$ cat config.mk
export PLATFORM = sky130hd
export DESIGN_NAME = wb_rr_arbiter
export DESIGN_NICKNAME = d
export VERILOG_FILES = /design/src/rtl/wb_rr_arbiter.sv
export SDC_FILE = /design/constraint.sdc
export NUM_CORES = 1
export LEC_CHECK = 0
export ABC_AREA = 1
export CORE_AREA = 4 4 108 110
export DETAILED_ROUTE_END_ITERATION = 6
export DIE_AREA = 0 0 112 114
export PLACE_DENSITY = 0.68
export SYNTH_ARGS = -nofsm -noshare
export SYNTH_HDL_FRONTEND = slang
export SYNTH_SLANG_ARGS = --single-unit
$ cat constraint.sdc
create_clock -name clk -period 2.1 [get_ports clk]
set_input_delay 0.42 -clock clk [delete_from_list [all_inputs] [get_ports clk]]
set_output_delay 0.42 -clock clk [all_outputs]
set_load 0.005 [all_outputs]
$ cat src/rtl/wb_rr_arbiter.sv
// wb_rr_arbiter: N-master to 1-slave Wishbone classic round-robin arbiter.
// A grant is locked for as long as the owner holds cyc, so multi-beat and
// locked cycles are never split between masters.
// Optional bus watchdog is enabled by defining WB_ARB_TIMEOUT_EN.
module wb_rr_arbiter #(
    parameter int unsigned NUM_MASTERS    = 2,
    parameter int unsigned DATA_WIDTH     = 32,
    parameter int unsigned ADDR_WIDTH     = 32,
    parameter int unsigned TIMEOUT_CYCLES = 1024
) (
    input  logic                                  clk,
    input  logic                                  rst,
    input  logic [NUM_MASTERS-1:0]                m_cyc_i,
    input  logic [NUM_MASTERS-1:0]                m_stb_i,
    input  logic [NUM_MASTERS-1:0]                m_we_i,
    input  logic [NUM_MASTERS*DATA_WIDTH/8-1:0]   m_wstrb_i,
    input  logic [NUM_MASTERS*ADDR_WIDTH-1:0]     m_addr_i,
    input  logic [NUM_MASTERS*DATA_WIDTH-1:0]     m_data_i,
    output logic [DATA_WIDTH-1:0]                 m_data_o,
    output logic [NUM_MASTERS-1:0]                m_ack_o,
    output logic [NUM_MASTERS-1:0]                m_err_o,
    output logic                                  s_cyc_o,
    output logic                                  s_stb_o,
    output logic                                  s_we_o,
    output logic [DATA_WIDTH/8-1:0]               s_wstrb_o,
    output logic [ADDR_WIDTH-1:0]                 s_addr_o,
    output logic [DATA_WIDTH-1:0]                 s_data_o,
    input  logic [DATA_WIDTH-1:0]                 s_data_i,
    input  logic                                  s_ack_i,
    output logic [NUM_MASTERS-1:0]                grant_o
);

    localparam int unsigned SW = DATA_WIDTH / 8;
    localparam int unsigned IW = (NUM_MASTERS > 1) ? $clog2(NUM_MASTERS) : 1;

    localparam logic [1:0] S_IDLE  = 2'd0;
    localparam logic [1:0] S_OWN   = 2'd1;
`ifdef WB_ARB_TIMEOUT_EN
    localparam logic [1:0] S_ABORT = 2'd2;
`endif

    // Reject configurations the datapath slicing cannot support.
    if (NUM_MASTERS < 2 || NUM_MASTERS > 8 || (DATA_WIDTH % 8) != 0 || TIMEOUT_CYCLES < 2) begin : g_param_check
        $error("wb_rr_arbiter: illegal parameter set");
    end

    logic [1:0]             r_state;
    logic [1:0]             w_state_nxt;
    logic [NUM_MASTERS-1:0] r_grant;
    logic [NUM_MASTERS-1:0] w_grant_nxt;
    logic [IW-1:0]          r_last;
    logic [IW-1:0]          w_last_nxt;
    logic [IW-1:0]          w_sel;
    logic                   w_found;
    logic                   w_cyc_g;
    logic                   w_stb_g;
    logic                   w_timeout;

    assign w_cyc_g  = m_cyc_i[r_last];
    assign w_stb_g  = w_cyc_g & m_stb_i[r_last];
    assign grant_o  = r_grant;
    assign m_data_o = s_data_i;

    // Round-robin pick: first requester after the last granted master.
    always_comb begin
        w_found = 1'b0;
        w_sel   = r_last;
        for (int i = 1; i <= int'(NUM_MASTERS); i++) begin
            if (!w_found && m_cyc_i[IW'((32'(r_last) + 32'(i)) % NUM_MASTERS)]) begin
                w_found = 1'b1;
                w_sel   = IW'((32'(r_last) + 32'(i)) % NUM_MASTERS);
            end
        end
    end

    // State, grant and round-robin pointer registers.
    always_ff @(posedge clk) begin
        if (rst) begin
            r_state <= S_IDLE;
            r_grant <= '0;
            r_last  <= IW'(NUM_MASTERS - 1);
        end else begin
            r_state <= w_state_nxt;
            r_grant <= w_grant_nxt;
            r_last  <= w_last_nxt;
        end
    end

    // Next-state logic: arbitrate in IDLE, hold the owner while its cyc stays high.
    always_comb begin
        w_state_nxt = r_state;
        w_grant_nxt = r_grant;
        w_last_nxt  = r_last;
        case (r_state)
            S_IDLE: begin
                if (w_found) begin
                    w_state_nxt = S_OWN;
                    w_grant_nxt = NUM_MASTERS'(1) << w_sel;
                    w_last_nxt  = w_sel;
                end
            end
            S_OWN: begin
                if (!w_cyc_g) begin
                    w_state_nxt = S_IDLE;
                    w_grant_nxt = '0;
                end
`ifdef WB_ARB_TIMEOUT_EN
                else if (w_timeout) begin
                    w_state_nxt = S_ABORT;
                end
`endif
            end
`ifdef WB_ARB_TIMEOUT_EN
            S_ABORT: begin
                if (!w_cyc_g) begin
                    w_state_nxt = S_IDLE;
                    w_grant_nxt = '0;
                end
            end
`endif
            default: begin
                w_state_nxt = S_IDLE;
                w_grant_nxt = '0;
            end
        endcase
    end

    // Slave-side mux and ack routing; everything is quiet outside OWN.
    always_comb begin
        s_cyc_o   = 1'b0;
        s_stb_o   = 1'b0;
        s_we_o    = 1'b0;
        s_wstrb_o = '0;
        s_addr_o  = '0;
        s_data_o  = '0;
        m_ack_o   = '0;
        if (r_state == S_OWN) begin
            s_cyc_o   = w_cyc_g;
            s_stb_o   = w_stb_g;
            s_we_o    = m_we_i[r_last];
            s_wstrb_o = m_wstrb_i[32'(r_last)*SW +: SW];
            s_addr_o  = m_addr_i[32'(r_last)*ADDR_WIDTH +: ADDR_WIDTH];
            s_data_o  = m_data_i[32'(r_last)*DATA_WIDTH +: DATA_WIDTH];
            // Ack passes with an active strobe, or as a stray ack on the cyc-drop cycle.
            m_ack_o[r_last] = s_ack_i & (w_stb_g | ~w_cyc_g);
        end
    end

`ifdef WB_ARB_TIMEOUT_EN
    localparam int unsigned CW = $clog2(TIMEOUT_CYCLES);

    logic [CW-1:0]          r_wd_cnt;
    logic [NUM_MASTERS-1:0] r_err;

    assign w_timeout = (r_state == S_OWN) && w_stb_g && !s_ack_i
                       && (r_wd_cnt == CW'(TIMEOUT_CYCLES - 1));
    assign m_err_o   = r_err;

    // Watchdog: count unacked strobe cycles, raise a one-cycle error on expiry.
    always_ff @(posedge clk) begin
        if (rst) begin
            r_wd_cnt <= '0;
            r_err    <= '0;
        end else begin
            r_err <= w_timeout ? r_grant : '0;
            if (r_state != S_OWN || s_ack_i || w_timeout) begin
                r_wd_cnt <= '0;
            end else if (w_stb_g) begin
                r_wd_cnt <= r_wd_cnt + CW'(1);
            end
        end
    end
`else
    assign w_timeout = 1'b0;
    assign m_err_o   = '0;
`endif

endmodule
Yosys cells after proc, flatten, opt, wreduce, memory -nomap -nowiden
Index checks and enable logic that the tools add are counted.

Bits in registers: 5. Logic and storage cells: 55.

$add $sub $neg: 2. Order comparisons: 4. Equality and inequality tests: 3. Shift-type cells: 4. Multiplexer cells: 28. Bitwise logic cells: 5. Reduce and logical (&&, ||, !) cells: 6.

Operators with widths (number): 64-bit by 7-bit variable part select with 32-bit output (2); 32-bit 2-to-1 mux (2); 1-bit 2-to-1 mux (18); 2-bit 2-to-1 mux (4); 2-bit one-hot mux with 2 select lines (2); 8-bit by 4-bit variable part select with 4-bit output (1); 1-bit by 2-bit less-than comparator with 1-bit output, second input constant (3); 4-bit 2-to-1 mux (1); 2-bit != test, second input constant (2); 2-bit AND reduction (2); 1-bit adder, second input constant (2); 1-bit bitwise AND (2); 2-bit bitwise AND (1); 2-bit by 1-bit equality test with 1-bit output, second input constant (1); 1-bit logical AND (2); 2-bit logical NOT (1); 1-bit by 1-bit left shift with 2-bit output, first input constant (1); 1-bit demux with 1-bit select (1); 1-bit greater-or-equal comparator, second input constant (1); 1-bit logical NOT (1); 1-bit inverter (1); 1-bit bitwise OR (1).

Longest topological paths before layout
Gate-level depths: netlist of the first run.

Depth after elaboration: 10. Gate-level depth with buffers: 7. Mapped depth without buffers: 6.

Least setup slack after synthesis of the first run
OpenSTA, ideal clock, no wires.

Path kind: register to output. Start point: register r_last. End point: output port m_ack_o[0]. Arrival time: 0.874 ns. Required time: 1.680 ns. Slack: 0.806 ns. Cell stages (with the launch flop): 8. Buffers on the path: 1. Cell sequence: dfxtp_1 buf_6 inv_4 nand2_2 nand2_2 nand2_1 nand3_1 nor2_1.

Longest elaborated chain between the ends: 7.

Ends and longest elaborated chain: start: declaration (line 51) `logic [IW-1:0] r_last;`; start signal: assignment (line 81) `r_last <= IW'(NUM_MASTERS - 1);`; start signal: assignment (line 85) `r_last <= w_last_nxt;`; 1-bit 2-to-1 mux (on tied branches) (2 in series) (line 59, 60); 1-bit bitwise AND / 1-bit inverter (equally long branches) (line 60, 145); 1-bit bitwise OR (line 145) `m_ack_o[r_last] = s_ack_i & (w_stb_g | ~w_cyc_g);`; 1-bit bitwise AND (line 145); 2-bit bitwise AND (no line) (*); 2-bit 2-to-1 mux (*) (line 137) `if (r_state == S_OWN) begin`; end: declaration (line 20) `output logic [NUM_MASTERS-1:0] m_ack_o,`.

Every way passes the cells marked *; elsewhere a longest branch is shown, timed or not. The select of a mux whose other input is x is not followed.

Worst setup path after layout of the first run
Start point: input port m_data_i[29]. End point: output port s_data_o[29].

Longest elaborated chain between the ends: 2.

Ends and longest elaborated chain: start: declaration (line 18) `input logic [NUM_MASTERS*DATA_WIDTH-1:0] m_data_i,`; 64-bit by 7-bit variable part select with 32-bit output (line 143) `s_data_o = m_data_i[32'(r_last)*DATA_WIDTH +: DATA_WIDTH];`; 32-bit 2-to-1 mux (line 137); end: declaration (line 27) `output logic [DATA_WIDTH-1:0] s_data_o,`.

Every way passes these cells.

==> results of run 1 <==
## critical path, delay by kind of cell
family | cells | cell delay, ps
AOI/OAI and AO/OA | 1 | 120
buffers and inverters | 2 | 960
and+or+nand+nor | 1 | 110
## path summary, 6_finish.rpt
| kind | start | end | slack (ps) | cells after the start |
|---|---|---|---|---|
| worst max-delay path | m_data_i[29] | s_data_o[29] | 70 | 4 |
| worst min-delay path | grant_o[0] | grant_o[0] | 510 | 2 |
| worst max register to register | r_state[0] | grant_o[0] | 890 | 5 |
| worst min register to register | grant_o[0] | grant_o[0] | 510 | 2 |
## sequential cells by signal, summed over array words and instances (netlist names)
signal	cells
r_last	1
r_state	1
grant_o	2
## power by group
part           switching [mW]  internal (mW)  leakage (nW)  total [mW]
Combinational           0.358          0.601          1.46       0.959
Clock                  0.0374          0.122        0.0216       0.159
Sequential             0.0159         0.0846        0.0338       0.101
Total                   0.411          0.808          1.51        1.22
## layout by cell type (no fill, tap or decap)
cell,instances
inv_1,4
clkbuf_8,3
dlygate4sd2_1,5
buf_12,5
a21oi_1,2
inv_2,1
dfxtp_1,2
buf_16,1
clkdlybuf4s50_1,210
clkbuf_16,1
nand3_2,1
nand2_1,6
nor2b_1,1
nor2_1,141
nor3_1,1
clkinv_8,1
conb_1,2
nor3_2,1
dfxtp_4,2
dlymetal6s2s_1,4
nand2_2,2
nand3_1,4
o21ai_1,2
o21ai_0,69
buf_4,7
## Yosys cell counts (all sizes together)
| cell | n | area, µm² |
|---|---|---|
| conb | 1 | 3.75 |
| o21ai | 71 | 355 |
| buf | 44 | 314 |
| dfxtp | 4 | 80.1 |
| a21oi | 2 | 10.0 |
| nor2b | 1 | 6.26 |
| clkbuf | 13 | 52.6 |
| inv | 6 | 25.0 |
| nor2 | 141 | 529 |
| nand2 | 8 | 35.0 |
| nand3 | 5 | 30.0 |
| nor3 | 2 | 15.0 |
## kinds of logic (layout without fill, tap and decap cells)
logic type	after synthesis	in the layout	synth area share [%]
AOI/OAI and AO/OA	73	73	25.1
buffers and inverters	63	242	26.9
DFF	4	4	5.50
other	1	2	0.257
and+or+nand+nor	157	157	42.3
## layout make-up
| type | instances | area (µm²) |
|---|---|---|
| inverter | 6 | 35.0 |
| fill | 1140 | 6970 |
| timing repair buffer | 233 | 2400 |
| sequential | 4 | 87.6 |
| tap | 140 | 175 |
| multi-input combinational | 232 | 988 |
| clock buffer | 3 | 41.3 |
## repair_timing
item	in CTS	in global routing
setup endpoints to repair	20	26
resized for setup	10	6
cloned	1	1
## layer usage
| layer | global-route usage (%) | vias to the layer above |
|---|---|---|
| li1 | - | 1273 |
| met1 | 13.5 | 1087 |
| met2 | 20.5 | 117 |
| met3 | 3.40 | 12 |
| met4 | 2.48 | 0 |
| met5 | 0 | - |
## metrics by stage
step | util [%] | instance area [µm²] | power, mW
2_1_floorplan | - | 1460 | 0.450
3_3_place_gp | 33.8 | 3620 | 1.03
3_5_place_dp | 33.8 | 3620 | 1.04
4_1_cts | 34.5 | 3690 | 1.22
5_1_grt | 34.9 | 3730 | 1.32
6_report | 34.9 | 3730 | 1.22
==> results.toml, run 1 <==
[clock_network]
path_clk_slew_ps = 30
clock_sinks = 4
htreeDepth = 1
tritoncts = "done"
ctsHoldBuffers = 0
clk_path_buf_depth = 2
insertion_delay_ps = 210
cts_buffers = 3
clock-root-buffer = "clkbuf_8"
post_cts_buffers = 0

[power]
power_density_nw_per_um2 = 327
p_leak_nw = 1.51
peakVddDrop_uv = 211

[floorplan]
die_y_um = 114
start_util_pct = 13.6
die-area_um2 = 12800
num_rows = 38
core_um2 = 10700
fp.dieW_um = 112
io_pins = 286

[grt]
grt_pass1_wl_um = 12100
grt_max_degree = 40
antenna_found_initial = 0
grt_pass1_vias = 2432
grt_usage_pct = 11.4
grt_overflow = 0

[cells_and_area]
drive_gt1_share_pct = 5.23
antennaDiodeCount = 0
fin_nets = 657
area_delta_synth_final_pct = 156
instances_no_fill = 618

[critical_path]
path_class = "input port to primary output"
path_common_cell = "clkdlybuf4s50_1"
cp.arrival_ps = 1610
worst_path_max_delay_cell = "clkdlybuf4s50_1"
slowest_delay_ps = 510
critical_path_required_ps = 1680
path_cells = "clkdlybuf4s50_1, o21ai_0, nor2_1, clkdlybuf4s50_1"
cp_max_fo = 1
critPathLaunchType = "input port"
end_kind = "primary output"

[route]
vias = 2489
top_layer = "met4"
postRouteAntennaNets = 0
wl_met1_um = 3470
dr.pass1.iters = 4
wl_met3_um = 710
route.met2.wl_um = 4360
routedWlPerCell_um = 14.0
drt_wl_total_um = 8630
vias_per_cell = 4.03
drc = 0
drt_iter0_drc = 73

[yosys]
ys_seq_area_share_pct = 5.50
netlist_instances = 298
yosysWarnings = 0
synthDistinctLibCells = 21
syn_area_per_cell_um2 = 4.89
netlist_area_um2 = 1460
synth-seq-cells = 4

[status]
outcome = "completed"

[timing]
fin_skew_ps = 0.974
setup_slack_ps = 67.2
final_hold_viol_count = 0
grt_setup_unrepaired = "true"
fin_hold_ws_ps = 506
setup_viol = 0
min_period_ps = 2030
maxSlewViolCount = 0
period_share_pct = 96.8
finalSetupTns_ps = 0
fmax_ghz = 0.492

[placed_design]
hpwlAfterDp_um = 6710
place_ws_ps = -168
io_buffers = 219
dpl.cell_count = 613
gp_congestion = 0.794

[hold_path]
hp-class = "flip-flop to flip-flop"

[run]
drv_cap = 0
Note: power is estimated with default switching activity, not from simulation.
==> run 2, diff against run 1 <==
--- a/config.mk
+++ b/config.mk
@@ -9,7 +9,8 @@
 export CORE_AREA = 4 4 108 110
 export DETAILED_ROUTE_END_ITERATION = 6
 export DIE_AREA = 0 0 112 114
-export PLACE_DENSITY = 0.68
+export HOLD_SLACK_MARGIN = 0.03
+export PLACE_DENSITY_LB_ADDON = 0.1
 export SYNTH_ARGS = -nofsm -noshare
 export SYNTH_HDL_FRONTEND = slang
 export SYNTH_SLANG_ARGS = --single-unit
==> constraint.sdc (replaced) <==
create_clock -name clk -period 2.1 [get_ports clk]
set_input_delay 0.42 -clock clk [delete_from_list [all_inputs] [get_ports clk]]
set_output_delay 0.42 -clock clk [all_outputs]
set_load 0.1 [all_outputs]
==> results.toml, run 2 (synthesis gave the netlist of run 1 again) <==
[critical_path]
path_common_cell = "nand2_1"
end_kind = "primary output"
cp_max_fo = 2
critPathLaunchType = "input port"
crit_start = "m_stb_i[1]"
timing.rr.start = "r_state[0]"
path_cells = "clkdlybuf4s50_1, inv_1, nand2_1, o21ai_0, nand2_1, nand3_2, nor2_2, buf_12"
worst_path_max_delay_cell = "clkdlybuf4s50_1"
cp.arrival_ps = 1620
critical_path_required_ps = 1680
path_class = "input port to primary output"
slowest_delay_ps = 460

[hold_path]
min_from = "grant_o[1]"
hp-class = "flip-flop to flip-flop"

[grt]
grt_usage_pct = 12.6
grt_pass1_wl_um = 13100
grt_overflow = 0
antenna_found_initial = 0
grt_pass1_vias = 2486
grt_max_degree = 42

[cells_and_area]
antennaDiodeCount = 0
final_util_pct = 42.2
final_cell_mix = "143 x clkdlybuf4s50_1, 74 x buf_12, 72 x nor2_2, 70 x o21ai_0, 69 x nor2_1"
instances_no_fill = 612
drive_gt1_share_pct = 35.6
layout_commonest_cell = "clkdlybuf4s50_1"
largest_reg_flops = 2
fin_area_um2 = 4510
fin_nets = 651
area_delta_synth_final_pct = 210

[placed_design]
post_dp_cell_area_um2 = 4440
hpwlAfterDp_um = 7120
gp_congestion = 0.775
place_ws_ps = 4.24
dpl.cell_count = 609
io_buffers = 219

[clock_network]
clock-root-buffer = "clkbuf_8"
clock_sinks = 4
cts_buffers = 3
htreeDepth = 1
path_clk_slew_ps = 30
clk_path_buf_depth = 2
ctsHoldBuffers = 0
post_cts_buffers = 0
cts_resized = 0
insertion_delay_ps = 210
tritoncts = "done"

[route]
dr.pass1.iters = 4
vias = 2496
routedWlPerCell_um = 14.3
drt_iter0_drc = 107
drc = 0
vias_per_cell = 4.08
drt_wl_total_um = 8770
postRouteAntennaNets = 0

[run]
drv_cap = 0

[timing]
finalSetupTns_ps = 0
fin_hold_ws_ps = 490
setup_slack_ps = 64.5
fmax_ghz = 0.491
min_period_ps = 2040
maxSlewViolCount = 0
period_share_pct = 96.9
fin_skew_ps = 0.188
grt_setup_unrepaired = "true"
setup_viol = 0
final_hold_viol_count = 0

[floorplan]
start_util_pct = 13.6
io_pins = 286
fp.dieW_um = 112
core_um2 = 10700
die-area_um2 = 12800
num_rows = 38
die_y_um = 114

[power]
power_density_nw_per_um2 = 574
p_leak_nw = 1.74
peakVddDrop_uv = 259
power_mw = 2.59

[status]
outcome = "completed"
[run 2: cell types whose count changed in the layout (fill, tap and decap cells not counted), moves of 2 or more]
cell	before	now
nor2_2	0	72
nor2_1	141	69
clkdlybuf4s50_1	210	143
dlygate4sd2_1	5	0
buf_6	0	2
buf_12	5	74
dlymetal6s2s_1	4	1
dfxtp_4	2	0
dfxtp_2	0	2
[run 2: layout make-up]
cell class	instances	area (µm²)
tap	140	175
timing repair buffer	227	3000
multi-input combinational	232	1180
inverter	6	25.0
sequential	4	82.6
clock buffer	3	41.3
fill	1064	6190
[run 2: layer usage]
| layer | vias to the layer above | GRT usage, % | wire length, µm | share of wire, % |
|---|---|---|---|---|
| li1 | 1256 | - | - | - |
| met1 | 1110 | 12.9 | 3120 | 36 |
| met2 | 126 | 23.7 | 4550 | 52 |
| met3 | 4 | 5.73 | 1030 | 12 |
| met4 | 0 | 2.72 | 73 | 0.83 |
| met5 | - | 0 | 0 | 0 |
[run 2: power breakdown]
group          total (mW)  internal (mW)  switching, mW
Sequential         0.0950         0.0849         0.0101
Combinational        2.33          0.865           1.47
Clock               0.157          0.122         0.0351
Total                2.59           1.07           1.52
[run 2: path summary, 6_finish.rpt]
path	to	slack, ps	depth (start not counted)
setup / recovery	m_ack_o[0]	60	8
hold / removal	grant_o[1]	490	2
setup reg to reg	grant_o[0]	790	5
hold reg to reg	grant_o[1]	490	2
[run 2: worst max-delay path: cells and delay by family]
kind | cells | cell delay (ps)
buffers and inverters | 3 | 700
and+or+nand+nor | 4 | 400
AOI/OAI and AO/OA | 1 | 100
